[src/rtl/lsu_pkg.sv]
// Shared types and constants for the load/store unit: FSM states, access sizes,
// AXI response codes, fault codes and the natural-alignment helpers.
package lsu_pkg;

    typedef enum logic [2:0] {
        IDLE,
        RD_REQ,
        RD_RESP,
        WR_REQ,
        WR_RESP,
        DONE
    } lsu_state_e;

    typedef enum logic [1:0] {
        SIZE_B = 2'd0,
        SIZE_H = 2'd1,
        SIZE_W = 2'd2,
        SIZE_D = 2'd3
    } lsu_size_e;

    localparam logic [1:0] AXI_RESP_OKAY   = 2'b00;
    localparam logic [1:0] AXI_RESP_EXOKAY = 2'b01;
    localparam logic [1:0] AXI_RESP_SLVERR = 2'b10;
    localparam logic [1:0] AXI_RESP_DECERR = 2'b11;

    localparam logic [1:0] FAULT_NONE     = 2'd0;
    localparam logic [1:0] FAULT_MISALIGN = 2'd1;
    localparam logic [1:0] FAULT_BUS      = 2'd2;

    // Low address bits that must be zero for a naturally aligned access.
    function automatic logic [2:0] align_mask(input logic [1:0] size);
        case (size)
            2'd0:    return 3'b000;
            2'd1:    return 3'b001;
            2'd2:    return 3'b011;
            default: return 3'b111;
        endcase
    endfunction

    // A dword access cannot be carried by a 32-bit data bus at all.
    function automatic logic is_misaligned(input logic [1:0] size, input logic [2:0] lo,
                                           input int unsigned data_w);
        return ((lo & align_mask(size)) != 3'b000) || (size == 2'd3 && data_w == 32);
    endfunction

endpackage

[src/rtl/lsu_lane_align.sv]
// Byte-lane steering: store strobe/data placement and load extract with sign/zero extension.
module lsu_lane_align
    import lsu_pkg::*;
#(
    parameter int DATA_W = 32,
    localparam int NB = DATA_W / 8,
    localparam int OFF_W = $clog2(NB)
) (
    input  lsu_size_e          size_i,
    input  logic [OFF_W-1:0]   off_i,
    input  logic               uns_i,
    input  logic [DATA_W-1:0]  st_data_i,
    input  logic [DATA_W-1:0]  rdata_i,
    output logic [NB-1:0]      wstrb_o,
    output logic [DATA_W-1:0]  wdata_o,
    output logic [DATA_W-1:0]  ld_o
);

    logic [OFF_W+2:0]  bit_off;
    logic [NB-1:0]     strb_base;
    logic [DATA_W-1:0] rd_sh;
    logic [63:0]       rd64;
    logic [63:0]       ld64;

    always_comb begin
        bit_off = {off_i, 3'b000};
        case (size_i)
            SIZE_B:  strb_base = NB'(8'h01);
            SIZE_H:  strb_base = NB'(8'h03);
            SIZE_W:  strb_base = NB'(8'h0F);
            default: strb_base = NB'(8'hFF);
        endcase
        wstrb_o = strb_base << off_i;
        wdata_o = st_data_i << bit_off;

        // Work at 64 bits so every size extends from its own top bit on either bus width.
        rd_sh = rdata_i >> bit_off;
        rd64  = 64'(rd_sh);
        case (size_i)
            SIZE_B:  ld64 = uns_i ? 64'(rd64[7:0])  : 64'($signed(rd64[7:0]));
            SIZE_H:  ld64 = uns_i ? 64'(rd64[15:0]) : 64'($signed(rd64[15:0]));
            SIZE_W:  ld64 = uns_i ? 64'(rd64[31:0]) : 64'($signed(rd64[31:0]));
            default: ld64 = rd64;
        endcase
        ld_o = ld64[DATA_W-1:0];
    end

endmodule

[src/rtl/lsu_axi_fsm.sv]
// Load/store unit between EX and WB: one op per handshake, sequenced over an AXI-lite
// master port (AR/R for loads, independent AW and W then B for stores).
module lsu_axi_fsm
    import lsu_pkg::*;
#(
    parameter int ADDR_W    = 32,
    parameter int DATA_W    = 32,
    parameter int CHK_ALIGN = 1,
    localparam int NB = DATA_W / 8,
    localparam int OFF_W = $clog2(NB)
) (
    input  logic              clk,
    input  logic              rst_n,
    input  logic              prev_valid,
    output logic              this_ready,
    input  logic              mem_rd,
    input  logic              mem_wr,
    input  logic [1:0]        size,
    input  logic              is_unsigned,
    input  logic [ADDR_W-1:0] addr,
    input  logic [DATA_W-1:0] st_data,
    output logic              this_valid,
    input  logic              next_ready,
    output logic [DATA_W-1:0] ld_data,
    output logic [1:0]        fault,
    output logic [ADDR_W-1:0] araddr,
    output logic              arvalid,
    input  logic              arready,
    input  logic [DATA_W-1:0] rdata,
    input  logic [1:0]        rresp,
    input  logic              rvalid,
    output logic              rready,
    output logic [ADDR_W-1:0] awaddr,
    output logic              awvalid,
    input  logic              awready,
    output logic [DATA_W-1:0] wdata,
    output logic [NB-1:0]     wstrb,
    output logic              wvalid,
    input  logic              wready,
    input  logic [1:0]        bresp,
    input  logic              bvalid,
    output logic              bready
);

    lsu_state_e        state_q, state_d;
    logic              aw_done_q, aw_done_d;
    logic              w_done_q, w_done_d;
    logic [DATA_W-1:0] ld_q, ld_d;
    logic [1:0]        fault_q, fault_d;

    logic [ADDR_W-1:0] addr_q, addr_d;
    lsu_size_e         size_q, size_d;
    logic              uns_q, uns_d;
    logic [DATA_W-1:0] st_q, st_d;

    logic              mis;
    logic [ADDR_W-1:0] addr_in;
    logic [DATA_W-1:0] ld_ext;

    lsu_lane_align #(.DATA_W(DATA_W)) u_align (
        .size_i    (size_q),
        .off_i     (addr_q[OFF_W-1:0]),
        .uns_i     (uns_q),
        .st_data_i (st_q),
        .rdata_i   (rdata),
        .wstrb_o   (wstrb),
        .wdata_o   (wdata),
        .ld_o      (ld_ext)
    );

    // With checking disabled the address is silently rounded down to natural alignment.
    assign mis     = (CHK_ALIGN != 0) && (mem_rd || mem_wr)
                     && is_misaligned(size, addr[2:0], 32'(DATA_W));
    assign addr_in = (CHK_ALIGN != 0) ? addr
                     : {addr[ADDR_W-1:3], addr[2:0] & ~align_mask(size)};

    always_comb begin
        state_d   = state_q;
        aw_done_d = aw_done_q;
        w_done_d  = w_done_q;
        ld_d      = ld_q;
        fault_d   = fault_q;
        addr_d    = addr_q;
        size_d    = size_q;
        uns_d     = uns_q;
        st_d      = st_q;
        case (state_q)
            IDLE: begin
                if (prev_valid) begin
                    addr_d    = addr_in;
                    size_d    = lsu_size_e'(size);
                    uns_d     = is_unsigned;
                    st_d      = st_data;
                    aw_done_d = 1'b0;
                    w_done_d  = 1'b0;
                    ld_d      = '0;
                    fault_d   = mis ? FAULT_MISALIGN : FAULT_NONE;
                    if (mis)         state_d = DONE;
                    else if (mem_rd) state_d = RD_REQ;
                    else if (mem_wr) state_d = WR_REQ;
                    else             state_d = DONE;
                end
            end
            RD_REQ: begin
                if (arready) state_d = RD_RESP;
            end
            RD_RESP: begin
                if (rvalid) begin
                    if (rresp != AXI_RESP_OKAY) fault_d = FAULT_BUS;
                    else                        ld_d    = ld_ext;
                    state_d = DONE;
                end
            end
            WR_REQ: begin
                // Each channel retires on its own ready; both may land in one cycle.
                aw_done_d = aw_done_q | awready;
                w_done_d  = w_done_q | wready;
                if (aw_done_d && w_done_d) state_d = WR_RESP;
            end
            WR_RESP: begin
                if (bvalid) begin
                    if (bresp != AXI_RESP_OKAY) fault_d = FAULT_BUS;
                    state_d = DONE;
                end
            end
            DONE: begin
                if (next_ready) state_d = IDLE;
            end
            default: state_d = IDLE;
        endcase
    end

    always_ff @(posedge clk or negedge rst_n) begin
        if (!rst_n) begin
            state_q   <= IDLE;
            aw_done_q <= 1'b0;
            w_done_q  <= 1'b0;
            ld_q      <= '0;
            fault_q   <= FAULT_NONE;
        end else begin
            state_q   <= state_d;
            aw_done_q <= aw_done_d;
            w_done_q  <= w_done_d;
            ld_q      <= ld_d;
            fault_q   <= fault_d;
        end
    end

    always_ff @(posedge clk) begin
        addr_q <= addr_d;
        size_q <= size_d;
        uns_q  <= uns_d;
        st_q   <= st_d;
    end

    // Handshake outputs decode straight from state so reset clears them asynchronously.
    assign this_ready = (state_q == IDLE);
    assign this_valid = (state_q == DONE);
    assign arvalid    = (state_q == RD_REQ);
    assign rready     = (state_q == RD_RESP);
    assign awvalid    = (state_q == WR_REQ) && !aw_done_q;
    assign wvalid     = (state_q == WR_REQ) && !w_done_q;
    assign bready     = (state_q == WR_RESP);
    assign araddr     = addr_q;
    assign awaddr     = addr_q;
    assign ld_data    = ld_q;
    assign fault      = fault_q;

endmodule

[config.mk]
export PLATFORM = sky130hd
export DESIGN_NAME = lsu_axi_fsm
export DESIGN_NICKNAME = d
export VERILOG_FILES = /design/src/rtl/lsu_pkg.sv /design/src/rtl/lsu_lane_align.sv /design/src/rtl/lsu_axi_fsm.sv
export SDC_FILE = /design/constraint.sdc
export NUM_CORES = 1
export LEC_CHECK = 0
export BUFFER_PORTS_ARGS = -buffer_cell sky130_fd_sc_hd__buf_2
export CORE_MARGIN = 4
export CORE_UTILIZATION = 25
export DETAILED_ROUTE_END_ITERATION = 12
export GPL_ROUTABILITY_DRIVEN = 0
export SLEW_MARGIN = 15
export SYNTH_ARGS = -nofsm -noshare
export SYNTH_HDL_FRONTEND = slang
export SYNTH_SLANG_ARGS = --single-unit
[constraint.sdc]
create_clock -name clk -period 3 [get_ports clk]
set_input_delay 0.6 -clock clk [delete_from_list [all_inputs] [get_ports clk]]
set_output_delay 0.6 -clock clk [all_outputs]
set_load 0.05 [all_outputs]
==> flow_summary_export.csv, run 1 <==
group,metric,value,unit
outcome,status,"complete, no violations",
drt,wirelength,15600,µm
final_layout,final_common_cell,"buf_2",
cts,postCtsSetupBuffers,0,
logic_synthesis,synth-main-ff-cell,"edfxtp_1",
floorplan,start_util,25.6,%
cts,h-tree-depth,3,
floorplan,die_x,150,µm
critical_path,r2r-start,"araddr[1]$_DFFE_PP_",
cts,cts_root_buffer,"clkbuf_16",
logic_synthesis,synth_top_area_share,40.0,%
sta,maxSlewViolCount,0,
logic_synthesis,synth_area_per_cell,12.5,µm²
global_routing,overflow,0,
final_layout,fin_cells,893,
placed_design,place_hpwl,12200,µm
pwr,ir_drop,467,µV
worst_hold_path,worstHoldPathType,"in2async",
logic_synthesis,yosys.area.top_type,"edfxtp_1",
critical_path,arrival,2180,ps
final_layout,layout-drive-gt1-share,52.5,%
critical_path,critPathRequiredTime,2400,ps
critical_path,cp-startpoint,"araddr[1]$_DFFE_PP_",
flow_run,maxCapViolations,0,
logic_synthesis,seq_area_frac_synth,59.3,%
cts,numCtsBuffers,9,
sta,grt_setup_unrepaired,"false",
pwr,p_leak,3.09,nW
placed_design,numPortBuffers,254,
global_routing,grt_use_total,13.6,%
logic_synthesis,yosys_warnings,0,
final_layout,layout_common_cells,"254 x buf_2, 67 x edfxtp_1, 39 x dfrtp_1",
logic_synthesis,syn-cell-area,0.00503,mm²
cts,cts.sinks,106,
critical_path,crit_path_cell_trace,"and2b_1, nand2_1, o21ai_1, buf_2",
sta,slew_headroom,35.7,%
floorplan,fp.coreArea,0.0197,mm²
sta,post-route-period-util,92.6,%
critical_path,cp-start-kind,"flip-flop",
final_layout,filler_cell_count,2022,
drt,via_per_inst,4.53,
sta,clock.fmax,0.360,GHz
sta,fin_worst_skew,8.27,ps
logic_synthesis,synth_nets,516,
logic_synthesis,synthMuxAreaShare,9.47,%
logic_synthesis,syn_inst,402,
drt,dr.pass1.iters,4,
critical_path,endpoint_kind,"output pin",
logic_synthesis,synthArstFlopShare,36.8,%
logic_synthesis,synth_seq_cells,106,
cts,cts.path.max_buffers,2,
sta,worst_slew_pin_slew,965,ps
final_layout,antenna_cells,0,
sta,min_period,2780,ps
global_routing,antenna_found_initial,1,
logic_synthesis,synth-edff-count,67,
floorplan,dieArea,0.0225,mm²
drt,first_iter_violations,202,
cts,cts_resized,0,
drt,ant_nets,0,
logic_synthesis,yosys.area_share.xor_xnor,0.174,%
sta,whs,386,ps
final_layout,syn_to_final_growth,34.4,%
global_routing,grt_max_degree,55,
critical_path,cp_slowest_cell,"edfxtp_1",
sta,hold_viol_final,0,
cts,hold_buffers,0,
drt,vias,4048,
global_routing,first_global_vias,4053,
drt,drcViolationCount,0,
drt,wl_per_cell,17.4,µm
logic_synthesis,synth-compound-area-share,13.9,%
logic_synthesis,synth_top_family_by_area,"compound AO/OA/AOI/OAI gates",
placed_design,placedCellCount,877,
logic_synthesis,synth.area.top_cells,"edfxtp_1 40%, dfrtp_1 19%, mux2i_1 5.4%",
cts,clk_pin_slew,70,ps
floorplan,die_y,150,µm
global_routing,grt_first_pass_wirelength,23200,µm
cts,clk_latency,350,ps
critical_path,worst-path-max-fanout,17,
final_layout,nets,737,
logic_synthesis,synth.distinct_cells,43,
floorplan,pin_count,255,
pwr,powerDensity,946,mW/mm²
cts,tritoncts,"built",
floorplan,fp-row-count,51,
critical_path,critPathKind,"reg2out",
critical_path,max_stage_delay,670,ps
critical_path,critPathBufInv,1,
logic_synthesis,yosys.area_share.simple,9.47,%
sta,setup_viol,0,
critical_path,worst_path_dominant_cell_family,"simple AND/OR/NAND/NOR gates",
logic_synthesis,synth-adder-area-share,0,%
==> registers in the layout, indices dropped and copies added (netlist names) <==
| name | flops |
|---|---|
| fault | 2 |
| uns_q | 1 |
| w_done_q | 1 |
| ld_data | 32 |
| size_q | 2 |
| araddr | 32 |
| state_q | 3 |
| aw_done_q | 1 |
| st_q | 32 |
==> through the flow <==
step                      utilization (%)  power, mW  TNS, ps  instance area (µm²)  setup WS (ps)
final                                34.4       6.40        0                 6770            221
after global routing                 34.4       6.75        0                 6770           51.2
after global placement               32.8       5.17        0                 6440            528
after floorplan                         -       4.47     -121                 5080          -62.6
after CTS                            34.4       6.51        0                 6770            126
after detailed placement             32.8       5.17        0                 6440            542
==> worst register-to-register path, stage by stage (launching register included) <==
cell and delay, ps:
edfxtp_1 670, and2b_1 640, a2bb2oi_1 190, a2111oi_4 360, buf_4 280, a221o_1 150
==> layout make-up <==
type	count	area, µm²	area share [%]
clock buffers	10	229	3.38
repair buffers	269	1400	20.6
clock inverters	6	97.6	1.44
flip-flops and latches	106	2990	44.1
multi-input cells	232	1710	25.2
inverters	5	18.8	0.277
well taps	265	332	4.90
==> power breakdown <==
| group | total [mW] | internal, mW | switching, mW |
|---|---|---|---|
| clock network | 1.31 | 0.745 | 0.566 |
| logic | 2.98 | 0.712 | 2.27 |
| registers | 2.11 | 1.91 | 0.199 |
==> path summary, 6_finish.rpt <==
kind	end	slack, ps	cells past startpoint
worst min register to register	fault[0]$_DFFE_PN0P_	480	1
worst max-delay path	wdata[22]	220	4
min in group clk	st_q[2]$_DFFE_PP_	420	1
worst max register to register	ld_data[25]$_DFFE_PN0P_	660	5
worst min-delay path	aw_done_q$_DFFE_PN0P_	390	1
max in group asynchronous	ld_data[0]$_DFFE_PN0P_	2040	1
==> cell usage after synthesis (2+ instances only) <==
| master | n |
|---|---|
| dfrtp_1 | 39 |
| o21ai_0 | 27 |
| nor2_1 | 25 |
| and3_1 | 2 |
| nand2_1 | 13 |
| mux2_2 | 16 |
| a221o_2 | 10 |
| nand2b_1 | 2 |
| mux2i_1 | 27 |
| a21oi_1 | 24 |
| and2_1 | 10 |
| buf_2 | 8 |
| buf_4 | 32 |
| clkbuf_1 | 13 |
| a221o_1 | 6 |
| buf_1 | 4 |
| nor3b_1 | 2 |
| o22ai_1 | 2 |
| inv_1 | 4 |
| o2bb2ai_1 | 8 |
| nor2b_1 | 9 |
| a221oi_1 | 8 |
| nand3_1 | 11 |
| a211oi_1 | 9 |
| edfxtp_1 | 67 |
| buf_6 | 2 |
| nor3_1 | 6 |
==> routing by layer <==
layer	global-route usage [%]	share of wire [%]	vias to the layer above
met5	0	0.077	-
met4	4.48	1.4	2
met3	4.06	9.3	15
met2	23.1	50	208
met1	16.6	40	1899
li1	-	-	1924
==> cells by family after synthesis <==
group           count (synthesis)
flops                         106
xor+xnor                        1
mux                            44
simple gates                   89
compound gates                 98
buf+inv                        64
(Power assumes the default switching activity.)
==> run 2: changes to the inputs <==
--- a/config.mk
+++ b/config.mk
@@ -10,6 +10,7 @@
 export CORE_UTILIZATION = 25
 export DETAILED_ROUTE_END_ITERATION = 12
 export GPL_ROUTABILITY_DRIVEN = 0
+export MAX_ROUTING_LAYER = met4
 export SLEW_MARGIN = 15
 export SYNTH_ARGS = -nofsm -noshare
 export SYNTH_HDL_FRONTEND = slang
==> constraint.sdc (replaced) <==
create_clock -name clk -period 3.41 [get_ports clk]
set_input_delay 0.682 -clock clk [delete_from_list [all_inputs] [get_ports clk]]
set_output_delay 0.682 -clock clk [all_outputs]
set_load 0.05 [all_outputs]
==> run 2 against run 1 <==
  * Critical path depth up 2
  * Utilization decreased by 0.53 points
  * Sequential share of layout area up 0.69 points
  * Critical path type unchanged
  * Critical endpoint is now wdata[29]
  * Largest power group unchanged
==> flow_summary_export.csv, run 2 (same netlist as run 1, synthesis figures left out) <==
group,metric,value,unit
critical_path,critPathCapture,"wdata[29]",
sta,setup_slack,611,ps
final_layout,layout-drive-gt1-share,49.8,%
sta,worst_slew_pin_slew,971,ps
sta,min_period,2800,ps
placed_design,place_hpwl,11900,µm
pwr,p_leak,3.04,nW
critical_path,arrival,2120,ps
cts,cts_root_buffer,"clkbuf_16",
drt,wl_per_cell,17.5,µm
global_routing,overflow,0,
floorplan,die_y,150,µm
drt,dr_wl_met2,7670,µm
critical_path,worst_r2r_endpoint,"ld_data[18]$_DFFE_PN0P_",
global_routing,grt_use_total,13.6,%
drt,wl_met1,6320,µm
sta,hold_viol_final,0,
drt,ant_nets,0,
drt,dr.pass1.iters,4,
sta,grt_setup_unrepaired,"false",
cts,h-tree-depth,3,
pwr,total_power,5.51,mW
cts,clk_pin_slew,80,ps
cts,cts.path.max_buffers,2,
critical_path,cp-start-kind,"flip-flop",
outcome,status,"complete, no violations",
drt,via_per_inst,4.54,
drt,first_iter_violations,226,
cts,clk_latency,350,ps
cts,cts_resized,0,
cts,hold_buffers,0,
pwr,powerDensity,826,mW/mm²
sta,setup_viol,0,
cts,numCtsBuffers,9,
final_layout,layout_common_cells,"254 x buf_2, 67 x edfxtp_1, 39 x dfrtp_1",
global_routing,grt_first_pass_wirelength,22500,µm
global_routing,first_global_vias,3978,
final_layout,fin_util,33.9,%
sta,whs,459,ps
floorplan,fp.coreArea,0.0197,mm²
critical_path,cp-startpoint,"araddr[1]$_DFFE_PP_",
critical_path,r2r-start,"state_q[1]$_DFFE_PN0P_",
critical_path,endpoint_kind,"output pin",
drt,vias,4020,
placed_design,pre_cts_slack,865,ps
drt,wl_met3,1230,µm
pwr,ir_drop,375,µV
critical_path,critPathKind,"reg2out",
global_routing,antenna_found_initial,2,
cts,postCtsSetupBuffers,0,
floorplan,start_util,25.6,%
cts,cts.sinks,106,
final_layout,syn_to_final_growth,32.4,%
critical_path,r2r_cells,4,
drt,drcViolationCount,0,
final_layout,final_common_cell,"buf_2",
flow_run,maxCapViolations,0,
final_layout,nets,728,
floorplan,die_x,150,µm
floorplan,fp-row-count,51,
worst_hold_path,worstHoldPathType,"in2async",
critical_path,worst-path-max-fanout,38,
floorplan,dieArea,0.0225,mm²
global_routing,grt_max_degree,67,
sta,fin_worst_skew,11.0,ps
critical_path,r2r_setup_slack,800,ps
sta,tns,0,ps
placed_design,numPortBuffers,254,
sta,slew_headroom,35.3,%
cts,tritoncts,"built",
drt,wirelength,15500,µm
sta,post-route-period-util,82.1,%
sta,maxSlewViolCount,0,
critical_path,critPathRequiredTime,2730,ps
drt,routed.top_layer,"met4",
floorplan,pin_count,255,
sta,clock.fmax,0.357,GHz
-- run 2: per-stage QoR --
stage               cell area (µm²)  std cells
CTS                            6660        884
floorplan                      5030        402
finish                         6670        886
detailed placement             6340        868
global route                   6670        886
global placement               6340        868
-- run 2: power by group --
group          total [mW]  switching [mW]  internal (mW)
Sequential           1.89           0.208           1.68
Combinational        2.52            1.93          0.587
Clock                1.10           0.559          0.540
Total                5.51            2.70           2.81
-- run 2: layout make-up --
cell class                      count  area, µm²
Multi-Input combinational cell    232       1660
Clock inverter                      7       93.8
Clock buffer                        9        225
Fill cell                        1997      13000
Sequential cell                   106       2990
Antenna cell                        2       5.00
Tap cell                          265        332
Timing Repair Buffer              260       1340
Inverter                            5       18.8
-- run 2: metal layers --
layer  GRT usage (%)  vias up
met5               -        -
met4            3.89        0
met1            16.0     1923
li1                -     1902
met2            22.7      174
met3            3.82       21
-- run 2: worst min-delay path by stage --
| stage | startpoint | slack [ps] | cells after the start | end |
|---|---|---|---|---|
| 2_1_floorplan | rst_n | 390 | 0 | aw_done_q$_DFFE_PN0P_ |
| 3_3_place_gp | fault[0]$_DFFE_PN0P_ | 480 | 1 | fault[0]$_DFFE_PN0P_ |
| 3_5_place_dp | ld_data[13]$_DFFE_PN0P_ | 480 | 1 | ld_data[13]$_DFFE_PN0P_ |
| 4_1_cts | rst_n | 470 | 1 | ld_data[13]$_DFFE_PN0P_ |
| 5_1_grt | addr[17] | 470 | 1 | araddr[17]$_DFFE_PP_ |
| 6_report | rst_n | 460 | 1 | ld_data[28]$_DFFE_PN0P_ |
-- run 2: critical path, cell delays in order, from the launching register on --
cell and delay, ps:
edfxtp_1 340, buf_4 440, buf_4 370, nor2b_1 80
a211oi_1 240, a21oi_1 60, buf_2 220
==> run 3: changes to the inputs <==
--- a/config.mk
+++ b/config.mk
@@ -5,6 +5,7 @@
 export SDC_FILE = /design/constraint.sdc
 export NUM_CORES = 1
 export LEC_CHECK = 0
+export ABC_AREA = 1
 export BUFFER_PORTS_ARGS = -buffer_cell sky130_fd_sc_hd__buf_2
 export CORE_MARGIN = 4
 export CORE_UTILIZATION = 25
==> constraint.sdc (replaced) <==
create_clock -name clk -period 2.76 [get_ports clk]
set_input_delay 0.552 -clock clk [delete_from_list [all_inputs] [get_ports clk]]
set_output_delay 0.552 -clock clk [all_outputs]
set_load 0.05 [all_outputs]
==> run 3 against run 2 <==
  * Power grew 34%
  * Routed wire length grew 16%
  * Combinational power up 45%
  * Flip-flop and latch count unchanged
  * Global-route usage increased by 1.1 points
  * Register-to-register slack worse by 250 ps
  * Die area grew 8.7%
==> flow_summary_export.csv, run 3 <==
group,metric,value,unit
outcome,status,"complete, no violations",
sta,min_period,2600,ps
critical_path,cp-start-kind,"flip-flop",
logic_synthesis,synth_top_area_share,36.6,%
final_layout,nets,967,
floorplan,die_y,156,µm
logic_synthesis,syn_inst,645,
logic_synthesis,synthArstFlopShare,36.8,%
drt,via_per_inst,4.40,
cts,cts_root_buffer,"clkbuf_16",
cts,cts.sinks,106,
drt,first_iter_violations,299,
floorplan,pin_count,255,
placed_design,pre_cts_slack,515,ps
final_layout,syn_to_final_growth,29.5,%
cts,clk_latency,350,ps
final_layout,layout_common_cells,"251 x buf_2, 240 x nand2_1, 67 x edfxtp_1",
logic_synthesis,synth-main-ff-cell,"edfxtp_1",
final_layout,layout-drive-gt1-share,35.0,%
drt,vias,4989,
sta,maxSlewViolCount,0,
sta,grt_setup_unrepaired,"true",
floorplan,fp.coreArea,0.0214,mm²
logic_synthesis,synth_seq_cells,106,
drt,wl_met3,1190,µm
cts,h-tree-depth,3,
sta,post-route-period-util,94.1,%
sta,setup_viol,0,
drt,wirelength,17900,µm
global_routing,grt_use_total,14.7,%
logic_synthesis,syn-cell-area,0.00550,mm²
placed_design,placedCellCount,1117,
placed_design,place_hpwl,13700,µm
sta,setup_slack,163,ps
global_routing,antenna_found_initial,0,
critical_path,critPathKind,"reg2out",
sta,clock.fmax,0.385,GHz
pwr,ir_drop,450,µV
critical_path,worst-path-max-fanout,57,
logic_synthesis,synth_nets,759,
drt,dr_wl_met2,8720,µm
logic_synthesis,synth.distinct_cells,29,
drt,wl_met1,7730,µm
logic_synthesis,yosysMostFrequentCell,"nand2_1",
logic_synthesis,synth_area_per_cell,8.53,µm²
logic_synthesis,yosys.area.top_type,"edfxtp_1",
global_routing,first_global_vias,4829,
cts,tritoncts,"built",
drt,routed.top_layer,"met4",
floorplan,start_util,25.8,%
pwr,powerDensity,1030,mW/mm²
global_routing,grt_first_pass_wirelength,27000,µm
logic_synthesis,synth_common_cells,"240 x nand2_1, 67 x edfxtp_1, 61 x nor2_1, 47 x inv_1, 41 x buf_4",
logic_synthesis,synth.area.top_cells,"edfxtp_1 37%, dfrtp_1 18%, nand2_1 16%",
cts,postCtsSetupBuffers,0,
critical_path,critPathRequiredTime,2210,ps
global_routing,overflow,0,
final_layout,antenna_cells,0,
floorplan,die_x,156,µm
drt,dr.pass1.iters,6,
cts,cts_resized,0,
final_layout,fin_cells,1133,
worst_hold_path,worstHoldPathType,"in2async",
final_layout,final_common_cell,"buf_2",
pwr,p_leak,3.68,nW
cts,hold_buffers,0,
cts,cts.path.max_buffers,2,
cts,numCtsBuffers,9,
sta,worst_slew_pin_slew,893,ps
sta,hold_viol_final,0,
logic_synthesis,synth-edff-count,67,
critical_path,endpoint_kind,"output pin",
placed_design,numPortBuffers,254,
drt,wl_per_cell,15.8,µm
logic_synthesis,seq_area_frac_synth,54.3,%
flow_run,maxCapViolations,0,
cts,clk_pin_slew,80,ps
final_layout,fin_util,33.4,%
drt,drcViolationCount,0,
floorplan,dieArea,0.0244,mm²
sta,slew_headroom,40.5,%
logic_synthesis,yosys_warnings,0,
drt,ant_nets,0,
global_routing,grt_max_degree,71,
pwr,total_power,7.36,mW
critical_path,arrival,2050,ps
floorplan,fp-row-count,53,
sta,fin_worst_skew,9.28,ps
run 3: critical path, cell delays in order (launching register included):
cell      delay, ps
edfxtp_1        410
buf_4           500
o21ai_0         250
a22oi_1         220
buf_2           310
run 3: cells by family after synthesis:
group                  after synthesis  share of synthesized area (%)
AND/OR/NAND/NOR                    349                           26.0
AO/OA/AOI/OAI                       73                           7.53
flip-flops                         106                           54.3
buffers and inverters              117                           12.1
run 3: area by class of cell:
type	instances	area, µm²
fill	2296	14200
clock buffer	9	225
timing repair buffer	261	1380
multi-input combinational	422	1890
inverter	53	199
tap	275	344
sequential	106	2990
clock inverter	7	95.1
run 3: path summary, 6_finish.rpt:
| path | start | end | slack (ps) | cells after the start |
|---|---|---|---|---|
| max | araddr[0]$_DFFE_PP_ | wdata[24] | 160 | 4 |
| min | rst_n | ld_data[11]$_DFFE_PN0P_ | 320 | 1 |
| max reg2reg | araddr[0]$_DFFE_PP_ | ld_data[26]$_DFFE_PN0P_ | 550 | 8 |
| min reg2reg | ld_data[5]$_DFFE_PN0P_ | ld_data[5]$_DFFE_PN0P_ | 480 | 2 |
| max in group asynchronous | rst_n | aw_done_q$_DFFE_PN0P_ | 1870 | 1 |
| min in group clk | addr[3] | araddr[3]$_DFFE_PP_ | 370 | 1 |
run 3: layer usage:
layer	global-route usage, %	vias to the layer above
li1	-	2456
met4	3.97	0
met2	24.3	197
met1	18.8	2319
met5	-	-
met3	2.38	17
run 3: stage by stage:
step,hold WS [ps],TNS (ps),cell area (µm²)
6_report,319,0,7120
5_1_grt,347,-163,7120
4_1_cts,351,0,7120
3_5_place_dp,459,0,6800
3_3_place_gp,459,0,6800
2_1_floorplan,256,-5.51,5540
run 3: power by group:
group          total, mW  internal (mW)  switching (mW)  leakage, nW
Combinational       3.65          0.795            2.85         2.38
Sequential          2.33           2.10           0.229         1.15
Clock               1.38          0.732           0.652        0.157
